--- config.mk ---
export PLATFORM = sky130hd
export DESIGN_NAME = mult_div_seq
export DESIGN_NICKNAME = d
export VERILOG_FILES = /design/src/rtl/mult_div_seq.sv
export SDC_FILE = /design/constraint.sdc
export NUM_CORES = 1
export LEC_CHECK = 0
export CORE_ASPECT_RATIO = 0.8
export CORE_UTILIZATION = 40
export DETAILED_ROUTE_END_ITERATION = 12
export GPL_TIMING_DRIVEN = 0
export PLACE_DENSITY_LB_ADDON = 0.08
export SLEW_MARGIN = 20
export SYNTH_ARGS = -nofsm -noshare
export SYNTH_HDL_FRONTEND = slang
export SYNTH_SLANG_ARGS = --single-unit
--- constraint.sdc ---
create_clock -name clk -period 8.29 [get_ports clk]
set_input_delay 0.829 -clock clk [delete_from_list [all_inputs] [get_ports clk]]
set_output_delay 0.829 -clock clk [all_outputs]
set_load 0.005 [all_outputs]
--- src/rtl/mult_div_seq.sv ---
// rtl/mult_div_seq.sv - sequential signed Booth multiply / restoring divide unit with HI/LO results
module mult_div_seq #(
  parameter int WIDTH = 32
) (
  input  logic             clk,
  input  logic             reset,
  input  logic             start,
  input  logic             op,
  input  logic [WIDTH-1:0] a,
  input  logic [WIDTH-1:0] b,
  output logic             busy,
  output logic             done,
  output logic             div_zero,
  output logic [WIDTH-1:0] hi,
  output logic [WIDTH-1:0] lo
);

  localparam int CW = $clog2(WIDTH + 1);

  typedef enum logic [1:0] {IDLE, MULT, DIV, FINISH} state_t;

  state_t           state_q, state_d;
  logic [CW-1:0]    cnt_q, cnt_d;
  logic [WIDTH:0]   ah_q, ah_d;
  logic [WIDTH-1:0] al_q, al_d;
  logic             qm1_q, qm1_d;
  logic [WIDTH-1:0] b_q, b_d;
  logic             neg_quo_q, neg_quo_d;
  logic             neg_rem_q, neg_rem_d;
  logic             busy_q, busy_d;
  logic             done_q, done_d;
  logic             div_zero_q, div_zero_d;
  logic [WIDTH-1:0] hi_q, hi_d;
  logic [WIDTH-1:0] lo_q, lo_d;

  logic [WIDTH:0]   b_ext, booth_sum, mult_ah_n;
  logic [WIDTH-1:0] mult_al_n;
  logic [WIDTH-1:0] a_mag, b_mag;
  logic [WIDTH:0]   div_trial, div_diff, div_ah_n;
  logic             div_ge;
  logic [WIDTH-1:0] div_al_n, quo, rem;

  // Booth accumulator is one bit wider so subtracting the most-negative b cannot overflow.
  always_comb begin
    b_ext = {b_q[WIDTH-1], b_q};
    case ({al_q[0], qm1_q})
      2'b01:   booth_sum = ah_q + b_ext;
      2'b10:   booth_sum = ah_q - b_ext;
      default: booth_sum = ah_q;
    endcase
    mult_ah_n = {booth_sum[WIDTH], booth_sum[WIDTH:1]};
    mult_al_n = {booth_sum[0], al_q[WIDTH-1:1]};

    a_mag     = a[WIDTH-1] ? -a : a;
    b_mag     = b_q[WIDTH-1] ? -b_q : b_q;
    div_trial = {ah_q[WIDTH-1:0], al_q[WIDTH-1]};
    div_diff  = div_trial - {1'b0, b_mag};
    div_ge    = (div_trial >= {1'b0, b_mag});
    div_ah_n  = div_ge ? div_diff : div_trial;
    div_al_n  = {al_q[WIDTH-2:0], div_ge};
    quo       = neg_quo_q ? -div_al_n : div_al_n;
    rem       = neg_rem_q ? -div_ah_n[WIDTH-1:0] : div_ah_n[WIDTH-1:0];
  end

  always_comb begin
    state_d    = state_q;
    cnt_d      = cnt_q;
    ah_d       = ah_q;
    al_d       = al_q;
    qm1_d      = qm1_q;
    b_d        = b_q;
    neg_quo_d  = neg_quo_q;
    neg_rem_d  = neg_rem_q;
    busy_d     = busy_q;
    done_d     = 1'b0;
    div_zero_d = div_zero_q;
    hi_d       = hi_q;
    lo_d       = lo_q;
    case (state_q)
      IDLE: begin
        if (start) begin
          b_d        = b;
          neg_quo_d  = a[WIDTH-1] ^ b[WIDTH-1];
          neg_rem_d  = a[WIDTH-1];
          div_zero_d = 1'b0;
          cnt_d      = CW'(WIDTH);
          busy_d     = 1'b1;
          ah_d       = '0;
          qm1_d      = 1'b0;
          al_d       = op ? a_mag : a;
          state_d    = op ? DIV : MULT;
        end
      end
      MULT: begin
        ah_d  = mult_ah_n;
        al_d  = mult_al_n;
        qm1_d = al_q[0];
        cnt_d = cnt_q - CW'(1);
        if (cnt_q == CW'(1)) begin
          state_d = FINISH;
          done_d  = 1'b1;
          hi_d    = mult_ah_n[WIDTH-1:0];
          lo_d    = mult_al_n;
        end
      end
      DIV: begin
        // A zero divisor spends its single DIV cycle here so done lands one cycle after accept.
        if (b_q == '0) begin
          state_d    = FINISH;
          done_d     = 1'b1;
          div_zero_d = 1'b1;
          cnt_d      = '0;
        end else begin
          ah_d  = div_ah_n;
          al_d  = div_al_n;
          cnt_d = cnt_q - CW'(1);
          if (cnt_q == CW'(1)) begin
            state_d = FINISH;
            done_d  = 1'b1;
            hi_d    = rem;
            lo_d    = quo;
          end
        end
      end
      FINISH: begin
        state_d = IDLE;
        busy_d  = 1'b0;
      end
      default: state_d = IDLE;
    endcase
  end

  always_ff @(posedge clk or negedge reset) begin
    if (!reset) begin
      state_q    <= IDLE;
      cnt_q      <= '0;
      ah_q       <= '0;
      al_q       <= '0;
      qm1_q      <= 1'b0;
      b_q        <= '0;
      neg_quo_q  <= 1'b0;
      neg_rem_q  <= 1'b0;
      busy_q     <= 1'b0;
      done_q     <= 1'b0;
      div_zero_q <= 1'b0;
      hi_q       <= '0;
      lo_q       <= '0;
    end else begin
      state_q    <= state_d;
      cnt_q      <= cnt_d;
      ah_q       <= ah_d;
      al_q       <= al_d;
      qm1_q      <= qm1_d;
      b_q        <= b_d;
      neg_quo_q  <= neg_quo_d;
      neg_rem_q  <= neg_rem_d;
      busy_q     <= busy_d;
      done_q     <= done_d;
      div_zero_q <= div_zero_d;
      hi_q       <= hi_d;
      lo_q       <= lo_d;
    end
  end

  assign busy     = busy_q;
  assign done     = done_q;
  assign div_zero = div_zero_q;
  assign hi       = hi_q;
  assign lo       = lo_q;

endmodule

======== Word level (Yosys, flattened, before mapping) ========
Cells that the tools add are included.
word-level totals
  bits in registers ....................... 175
  word-level logic and storage cells ...... 86
  output and inout port bits .............. 67
operators by class
  multiplexer cells ....................... 38
  add/sub/neg operators ................... 8
  bitwise gates (word level) .............. 1
  $lt $le $gt $ge ......................... 1
  reduce and logical (&&, ||, !) cells .... 14
  equal/unequal tests ..................... 11
operators with widths
  cell                   number
  $mux W32               13
  $neg A32 Y32           4
  $pmux W32 S2           2
  $mux W33               3
  $pmux W33 S3           1
  $pmux W32 S3           1
  $pmux W33 S2           1
  $add A33 B33 Y33       1
  $ge A33 B32 Y1         1
  $sub A33 B32 Y33       1
  $sub A33 B33 Y33       1
  $logic_not A32 Y1      1
  $pmux W6 S3            1
  $mux W6                2
  $ne A2 B2 Y1 const B   5
  $mux W2                4
  $pmux W1 S2            4
  $pmux W2 S4            1
  $reduce_and A2 Y1      4
  $reduce_bool A2 Y1     4
  $eq A2 B2 Y1 const B   3
  $eq A6 B1 Y1 const B   1
  $reduce_and A3 Y1      2
  $sub A6 B1 Y6 const B  1
  6 further kinds        11

======== Depth between registers and ports, before layout ========
Gate-level depths: netlist of run 1.
  word-level depth ........................ 9
  gate-level depth with buffers ........... 33
  mapped depth without buffers ............ 29

======== Worst setup path before layout of run 1 ========
No wires, ideal clock.
  path type ............................... reg2reg
  start ................................... register b_q[4]
  end ..................................... register hi_q[24] (netlist: hi[24])
  setup time .............................. 0.127 ns
  data arrival time ....................... 7.521 ns
  cell stages (with the launch flop) ...... 32
  slack ................................... 0.642 ns
  clock period less this slack ............ 7.648 ns
  path buffers ............................ 4
  cells stage by stage .................... dfrtp_1 -> buf_6 -> nor3_4 -> nand3_2 -> or3_4 -> or3_4 -> or3_4 -> or3_4 -> or4_4 -> or2_4 -> or3_4 -> nor3_1 -> ha_1 -> inv_1 -> ha_1 -> nand4_1 -> nor4_2 -> and4_1 -> o211ai_2 -> nand2_1 -> clkbuf_1 -> clkbuf_1 -> buf_1 -> nor2_1 -> a21oi_1 -> ha_1 -> o21ai_1 -> o31a_1 -> a21o_1 -> a21oi_1 -> mux2i_1 -> o21ai_0
on the way
  longest elaborated chain between the ends .. 9
  elaborated cells on any way between the ends .. 17
  those cells by class .................... add/sub: 5; order compare: 1; eq/ne: 1; mux: 8; reduce/logical: 2
ends and longest elaborated chain
  element                                                    line    source
  start: declaration                                         27      logic [WIDTH-1:0] b_q, b_d;
  start signal: assignment                                   140     b_q <= '0;
  start signal: assignment                                   154     b_q <= b_d;
  $neg A32 Y32                                               55      b_mag = b_q[WIDTH-1] ? -b_q : b_q;
  $mux W32                                                   55
  $sub A33 B32 Y33 / $ge A33 B32 Y1 (equally long branches)  57, 58
  $mux W33                                                   59      div_ah_n = div_ge ? div_diff : div_trial;
  $neg A32 Y32                                               62      rem = neg_rem_q ? -div_ah_n[WIDTH-1:0] : div_ah_n[WIDTH-1:0];
  $mux W32                                                   62
  $mux W32                                                   117     if (cnt_q == CW'(1)) begin
  $mux W32                                                   108     if (b_q == '0) begin
  $pmux W32 S2                                               79      case (state_q)
  end signal: assignment                                     160     hi_q <= hi_d;
  end: declaration                                           33      logic [WIDTH-1:0] hi_q, hi_d;
Parallel ways exist; a longest one is shown, timed or not. The select of a mux whose other input is x is not followed.
A chain may end at the register's enable or synchronous reset.

======== Worst setup path in the final report of run 1 ========
  start ................................... register b_q[4]
  end ..................................... register lo_q[30] (netlist: lo[30])
on the way
  longest elaborated chain between the ends .. 8
  elaborated cells on any way between the ends .. 11
  those cells by class .................... add/sub: 2; order compare: 1; eq/ne: 1; mux: 5; reduce/logical: 2
ends and longest elaborated chain
  element                 line  source
  $neg A32 Y32            55
  $mux W32                55
  $ge A33 B32 Y1          58    div_ge = (div_trial >= {1'b0, b_mag});
  $neg A32 Y32            61    quo = neg_quo_q ? -div_al_n : div_al_n;
  $mux W32                61
  $mux W32                117
  $mux W32                108
  $pmux W32 S2            79
  end signal: assignment  161   lo_q <= lo_d;
  end: declaration        34    logic [WIDTH-1:0] lo_q, lo_d;
Parallel ways exist; a longest one is shown, timed or not. The select of a mux whose other input is x is not followed.

==> results of run 1 <==
-- timing repair --
action / 4_1_cts / 5_1_grt
setup endpoints to repair: 45 / 23
buffers inserted: 1 / 6
resized for setup: 15 / 16
hold endpoints to repair: 0 / 0
pin swaps: 1 / 6
-- critical path, delay by kind of cell, from the launching register on --
| family | cells | cell delay (ns) |
|---|---|---|
| compound gates | 4 | 0.89 |
| xor+xnor | 1 | 0.17 |
| fa+ha+maj | 3 | 0.75 |
| buf+inv | 6 | 0.89 |
| flops | 1 | 0.37 |
| simple gates | 18 | 4.71 |
-- sequential cells by signal (all words and copies together), names as in the netlist --
| register | count |
|---|---|
| al_q | 32 |
| busy | 1 |
| neg_quo_q | 1 |
| div_zero | 1 |
| b_q | 32 |
| state_q | 2 |
| cnt_q | 6 |
| lo | 32 |
| done | 1 |
| ah_q | 33 |
| hi | 32 |
| neg_rem_q | 1 |
| qm1_q | 1 |
-- cells in the mapped netlist, types with 7 or more instances --
| master | count | area (um^2) |
|---|---|---|
| a211oi_1 | 13 | 97.59 |
| a21o_1 | 45 | 337.8 |
| a21oi_1 | 150 | 750.7 |
| a22oi_1 | 52 | 390.4 |
| a31oi_1 | 13 | 81.33 |
| and2_1 | 9 | 56.30 |
| and3_1 | 13 | 81.33 |
| buf_1 | 20 | 75.07 |
| buf_2 | 11 | 55.05 |
| clkbuf_1 | 101 | 379.1 |
| dfrtp_1 | 175 | 4379 |
| ha_1 | 76 | 950.9 |
| inv_1 | 36 | 135.1 |
| mux2_2 | 40 | 450.4 |
| mux2i_1 | 27 | 270.3 |
| nand2_1 | 307 | 1152 |
| nand2b_1 | 20 | 125.1 |
| nand3_1 | 26 | 130.1 |
| nand4_1 | 14 | 87.58 |
| nor2_1 | 161 | 604.3 |
| nor2b_1 | 17 | 106.4 |
| nor3_1 | 43 | 215.2 |
| nor4_1 | 13 | 81.33 |
| o211ai_1 | 7 | 52.55 |
| o21ai_0 | 278 | 1391 |
| o21bai_1 | 11 | 82.58 |
| o31a_1 | 9 | 78.83 |
| o31ai_1 | 26 | 195.2 |
| o41ai_1 | 9 | 78.83 |
| or3_1 | 22 | 137.6 |
| or4_1 | 13 | 97.59 |
| xnor2_1 | 84 | 735.7 |
| xor2_1 | 103 | 902.1 |
-- logic make-up after synthesis --
group	count (synthesis)
simple gates	698
fa+ha+maj	78
buf+inv	173
xor+xnor	187
mux	67
compound gates	691
flops	175
-- worst paths after layout --
path	startpoint	end	slack, ns	cells past startpoint
setup / recovery	b_q[4]$_DFFE_PN0P_	lo[30]$_DFFE_PN0P_	0.33	32
hold / removal	reset	b_q[10]$_DFFE_PN0P_	0.20	1
setup reg to reg	b_q[4]$_DFFE_PN0P_	lo[30]$_DFFE_PN0P_	0.33	32
hold reg to reg	lo[26]$_DFFE_PN0P_	lo[26]$_DFFE_PN0P_	0.48	2
max in group asynchronous	reset	ah_q[29]$_DFFE_PN0P_	6.99	3
min in group clk	lo[26]$_DFFE_PN0P_	lo[26]$_DFFE_PN0P_	0.48	2
-- final cells by class --
class | instances | area share [%]
plain buffers | 135 | 3.111
multi-input cells | 1721 | 58.42
clock inverters | 13 | 0.7462
well taps | 536 | 3.571
clock buffers | 19 | 2.358
flip-flops and latches | 175 | 23.32
inverters | 36 | 0.7195
diodes | 1 | 0.01332
repair buffers | 143 | 7.741
-- per-stage QoR --
stage	setup TNS (ns)	cells
detailed placement	-29.81	2741
floorplan	0	2069
global route	0	2778
CTS	0	2772
finish	0	2779
global placement	-282.74	2739
-- routing by layer --
metal / vias up / track usage (%) / share of wire [%] / routed length, um
met1: 8103 / 48.54 / 50 / 31100
met2: 662 / 41.77 / 40 / 24810
met3: 49 / 5.364 / 8.3 / 5178
met5: - / 0 / 0 / 0
li1: 7720 / - / - / -
met4: 0 / 7.864 / 1.5 / 945
==> flow_summary_export.csv, run 1 <==
group,metric,value,unit
status,status,"completed",
synth,yosysSeqAreaShare,27.45,%
die,die_x,225.3,um
setup_path,arrival,8.31,ns
sta,max_freq,125.6,MHz
synth,syn_nets,2215,
global_route,overflow,0,
layout,final_util,47.71,%
clocking,clk_pin_slew,0.08,ns
synth,ys.flop_type,"dfrtp_1",
sta,relSlewSlack,27.52,%
clocking,tritoncts,"built",
flow_run,drv_cap,0,
layout,layout_commonest_cell,"nand2_1",
die,initial_core_util,40.53,%
sta,finalHoldViolCount,0,
setup_path,cp-end-kind,"flip-flop",
die,die-area,0.04070,mm^2
sta,worst_slew_pin_slew,1.078,ns
synth,synth_top_family_by_area,"compound AO/OA/AOI/OAI gates",
layout,fill_cells,4010,
placed_design,dpl_worst_slack,-1.654,ns
synth,synth_adder_area_share,6.211,%
layout,fin_nets,2375,
drt,drc,0,
sta,setup_slack,0.3284,ns
placed_design,place_congestion,0.9358,
clocking,numCtsBuffers,17,
sta,grt_setup_unrepaired,"no",
synth,synthMuxAreaShare,4.517,%
synth,synth_cells,2069,
global_route,grt_pass1_wl,94190,um
synth,synth-seq-cells,175,
global_route,grt_pass1_vias,15060,
sta,slew_viol_final,0,
setup_path,cp-start-kind,"flip-flop",
drt,routed-via-count,16530,
sta,holdWs,0.1992,ns
synth,synth_xor_area_share,10.27,%
global_route,antenna_found_initial,3,
setup_path,cp.required,8.64,ns
clocking,clock-sinks,175,
drt,routedWlPerCell,22.32,um
die,io_pins,135,
setup_path,cp_slowest_cell,"or4_4",
global_route,grt_max_degree,83,
synth,ys_warn_count,0,
synth,yosysUniqueCellTypes,90,
setup_path,critPathMostFrequentCell,"or3_4",
placed_design,placed_cell_area,0.01803,mm^2
sta,period_needed,7.962,ns
layout,multi_input_area,0.01097,mm^2
sta,setup_viol,0,
synth,async_flop_share,100.0,%
setup_path,cp_slowest_stage_delay,0.48,ns
synth,synthSimpleGateAreaFrac,20.41,%
drt,drtPass1Iterations,7,
placed_design,hpwl,49240,um
die,num_rows,65,
layout,fin_area,0.01878,mm^2
die,core,0.03936,mm^2
sta,fin_crit_sh,96.04,%
synth,syn_area,0.01596,mm^2
drt,detail_route.vias_per_cell,5.950,
clocking,htreeDepth,4,
hold_path,hold_path.class,"in2async",
synth,synth_enable_flop_cells,0,
clocking,clock_latency,0.48,ns
synth,synth_compound_area_share,26.84,%
layout,final_cell_mix,"nand2_1 (305), o21ai_0 (277), dfrtp_1 (175)",
layout,areaGrowthSynthToFinish,17.71,%
clocking,clockBufferDepth,2,
placed_design,io_buffers,134,
layout,seqCellArea,0.004379,mm^2
setup_path,crit_fanout,19,
synth,avgSynthCellArea,7.712,um^2
drt,antenna_left,0,
clocking,hold_buffers,0,
sta,fin_skew,0.01516,ns
drt,drt_iter0_drc,1827,
global_route,grt_usage,30.69,%
drt,wirelength,62040,um
layout,drive_above_1_share,6.512,%
clocking,root_buffer,"clkbuf_16",
setup_path,worstSetupPathType,"reg2reg",
die,dieHeight,180.6,um
Power of run 1 is left out: the tool's default activity adds up to more than one toggle a clock period on the data nets, which glitch-free logic cannot reach.
==> inputs of run 2 (changes only) <==
--- a/config.mk
+++ b/config.mk
@@ -6,6 +6,7 @@
 export NUM_CORES = 1
 export LEC_CHECK = 0
 export CORE_ASPECT_RATIO = 0.8
+export CORE_MARGIN = 2
 export CORE_UTILIZATION = 40
 export DETAILED_ROUTE_END_ITERATION = 12
 export GPL_TIMING_DRIVEN = 0
==> flow_summary_export.csv, run 2 (synthesized netlist as in run 1, its figures left out) <==
group,metric,value,unit
layout,fin_cells,2776,
placed_design,post-place-cells,2740,
sta,setup_slack,0.3332,ns
sta,slew_viol_final,0,
layout,fin_area,0.01874,mm^2
clocking,root_buffer,"clkbuf_16",
placed_design,io_buffers,134,
drt,routedWlPerCell,22.27,um
setup_path,critPathMostFrequentCell,"or3_4",
placed_design,placed_cell_area,0.01800,mm^2
die,dieHeight,182.6,um
die,core,0.03936,mm^2
clocking,htreeDepth,4,
setup_path,cp.required,8.62,ns
global_route,grt_pass1_wl,93830,um
die,initial_core_util,40.53,%
die,die-area,0.04151,mm^2
layout,top_register,"ah_q",
layout,layout_commonest_cell,"nand2_1",
drt,drc,0,
sta,relSlewSlack,24.48,%
setup_path,cp_slowest_cell,"or4_4",
sta,setup_viol,0,
sta,holdWs,0.3672,ns
drt,routed-via-count,16580,
sta,fin_skew,0.01285,ns
global_route,overflow,0,
layout,fin_nets,2373,
die,die_x,227.3,um
layout,areaGrowthSynthToFinish,17.42,%
drt,wirelength,61820,um
clocking,clock-sinks,175,
placed_design,place_congestion,0.9333,
die,num_rows,65,
global_route,grt_pass1_vias,15250,
clocking,tritoncts,"built",
setup_path,worstSetupPathType,"reg2reg",
drt,antenna_left,0,
drt,drtPass1Iterations,7,
clocking,clockBufferDepth,2,
drt,drt_iter0_drc,1996,
setup_path,cp-end-kind,"flip-flop",
placed_design,dpl_worst_slack,-1.527,ns
hold_path,hold_path.class,"in2async",
clocking,clk_pin_slew,0.07,ns
setup_path,cp-start-kind,"flip-flop",
global_route,antenna_found_initial,0,
global_route,grt_usage,30.08,%
sta,worst_slew_pin_slew,1.122,ns
sta,max_freq,125.7,MHz
sta,finalHoldViolCount,0,
layout,drive_above_1_share,6.295,%
die,io_pins,135,
layout,largest_register_ffs,33,
clocking,clock_latency,0.48,ns
sta,fin_crit_sh,95.98,%
clocking,numCtsBuffers,17,
setup_path,arrival,8.29,ns
flow_run,drv_cap,0,
global_route,grt_max_degree,91,
layout,antenna_cells,0,
sta,period_needed,7.957,ns
status,status,"completed",
placed_design,hpwl,48970,um
setup_path,cp_slowest_stage_delay,0.47,ns
setup_path,crit_fanout,28,
drt,detail_route.vias_per_cell,5.974,
layout,final_cell_mix,"nand2_1 (305), o21ai_0 (278), dfrtp_1 (175)",
-- run 2: final timing paths --
| kind | slack (ns) | depth (start not counted) | end | start |
|---|---|---|---|---|
| setup reg to reg | 0.33 | 29 | hi[26]$_DFFE_PN0P_ | b_q[4]$_DFFE_PN0P_ |
| hold reg to reg | 0.48 | 2 | lo[6]$_DFFE_PN0P_ | lo[6]$_DFFE_PN0P_ |
| max in group asynchronous | 6.94 | 2 | ah_q[27]$_DFFE_PN0P_ | reset |
| setup / recovery | 0.33 | 29 | hi[26]$_DFFE_PN0P_ | b_q[4]$_DFFE_PN0P_ |
| hold / removal | 0.37 | 1 | b_q[3]$_DFFE_PN0P_ | reset |
| min in group clk | 0.48 | 2 | lo[6]$_DFFE_PN0P_ | lo[6]$_DFFE_PN0P_ |
-- run 2: cell type report --
| cell class | instances | area, um^2 |
|---|---|---|
| clock inverters | 11 | 131.4 |
| well taps | 536 | 670.6 |
| multi-input cells | 1721 | 10950 |
| clock buffers | 21 | 460.4 |
| flip-flops and latches | 175 | 4379 |
| fillers | 4012 | 20630 |
| inverters | 36 | 135.1 |
| repair buffers | 142 | 1426 |
| plain buffers | 134 | 578.1 |
-- run 2: through the flow --
stage / setup TNS, ns / utilization [%]
3_3_place_gp: -268.11 / 45.65
6_report: 0 / 47.60
4_1_cts: 0 / 47.36
2_1_floorplan: 0 / -
3_5_place_dp: -27.21 / 45.73
5_1_grt: -0.001160 / 47.60
-- run 2: what timing repair did --
action                                  in CTS  in global routing
hold buffers                                 0                  0
cloned                                       0                  0
gates resized for setup                     14                 15
pin swaps                                    1                  5
endpoints found under the setup margin      43                 17
setup buffers                                1                  6
-- run 2: critical path, delay by kind of cell (launching register included) --
family          cells  cell delay (ns)
compound gates      5             1.17
xor+xnor            1             0.23
buf+inv             3             0.44
flops               1             0.37
fa+ha+maj           3             0.77
simple gates       17             4.80
-- run 2: per-layer routing --
metal  vias up  global-route usage, %  share of wire, %
li1       7733                      -                 -
met1      7996                  46.39                48
met2       777                  40.85                40
met3        77                  7.471               9.9
met4         0                  7.869               2.1
met5         -                      0                 0
Power of run 2 is left out for the same reason.
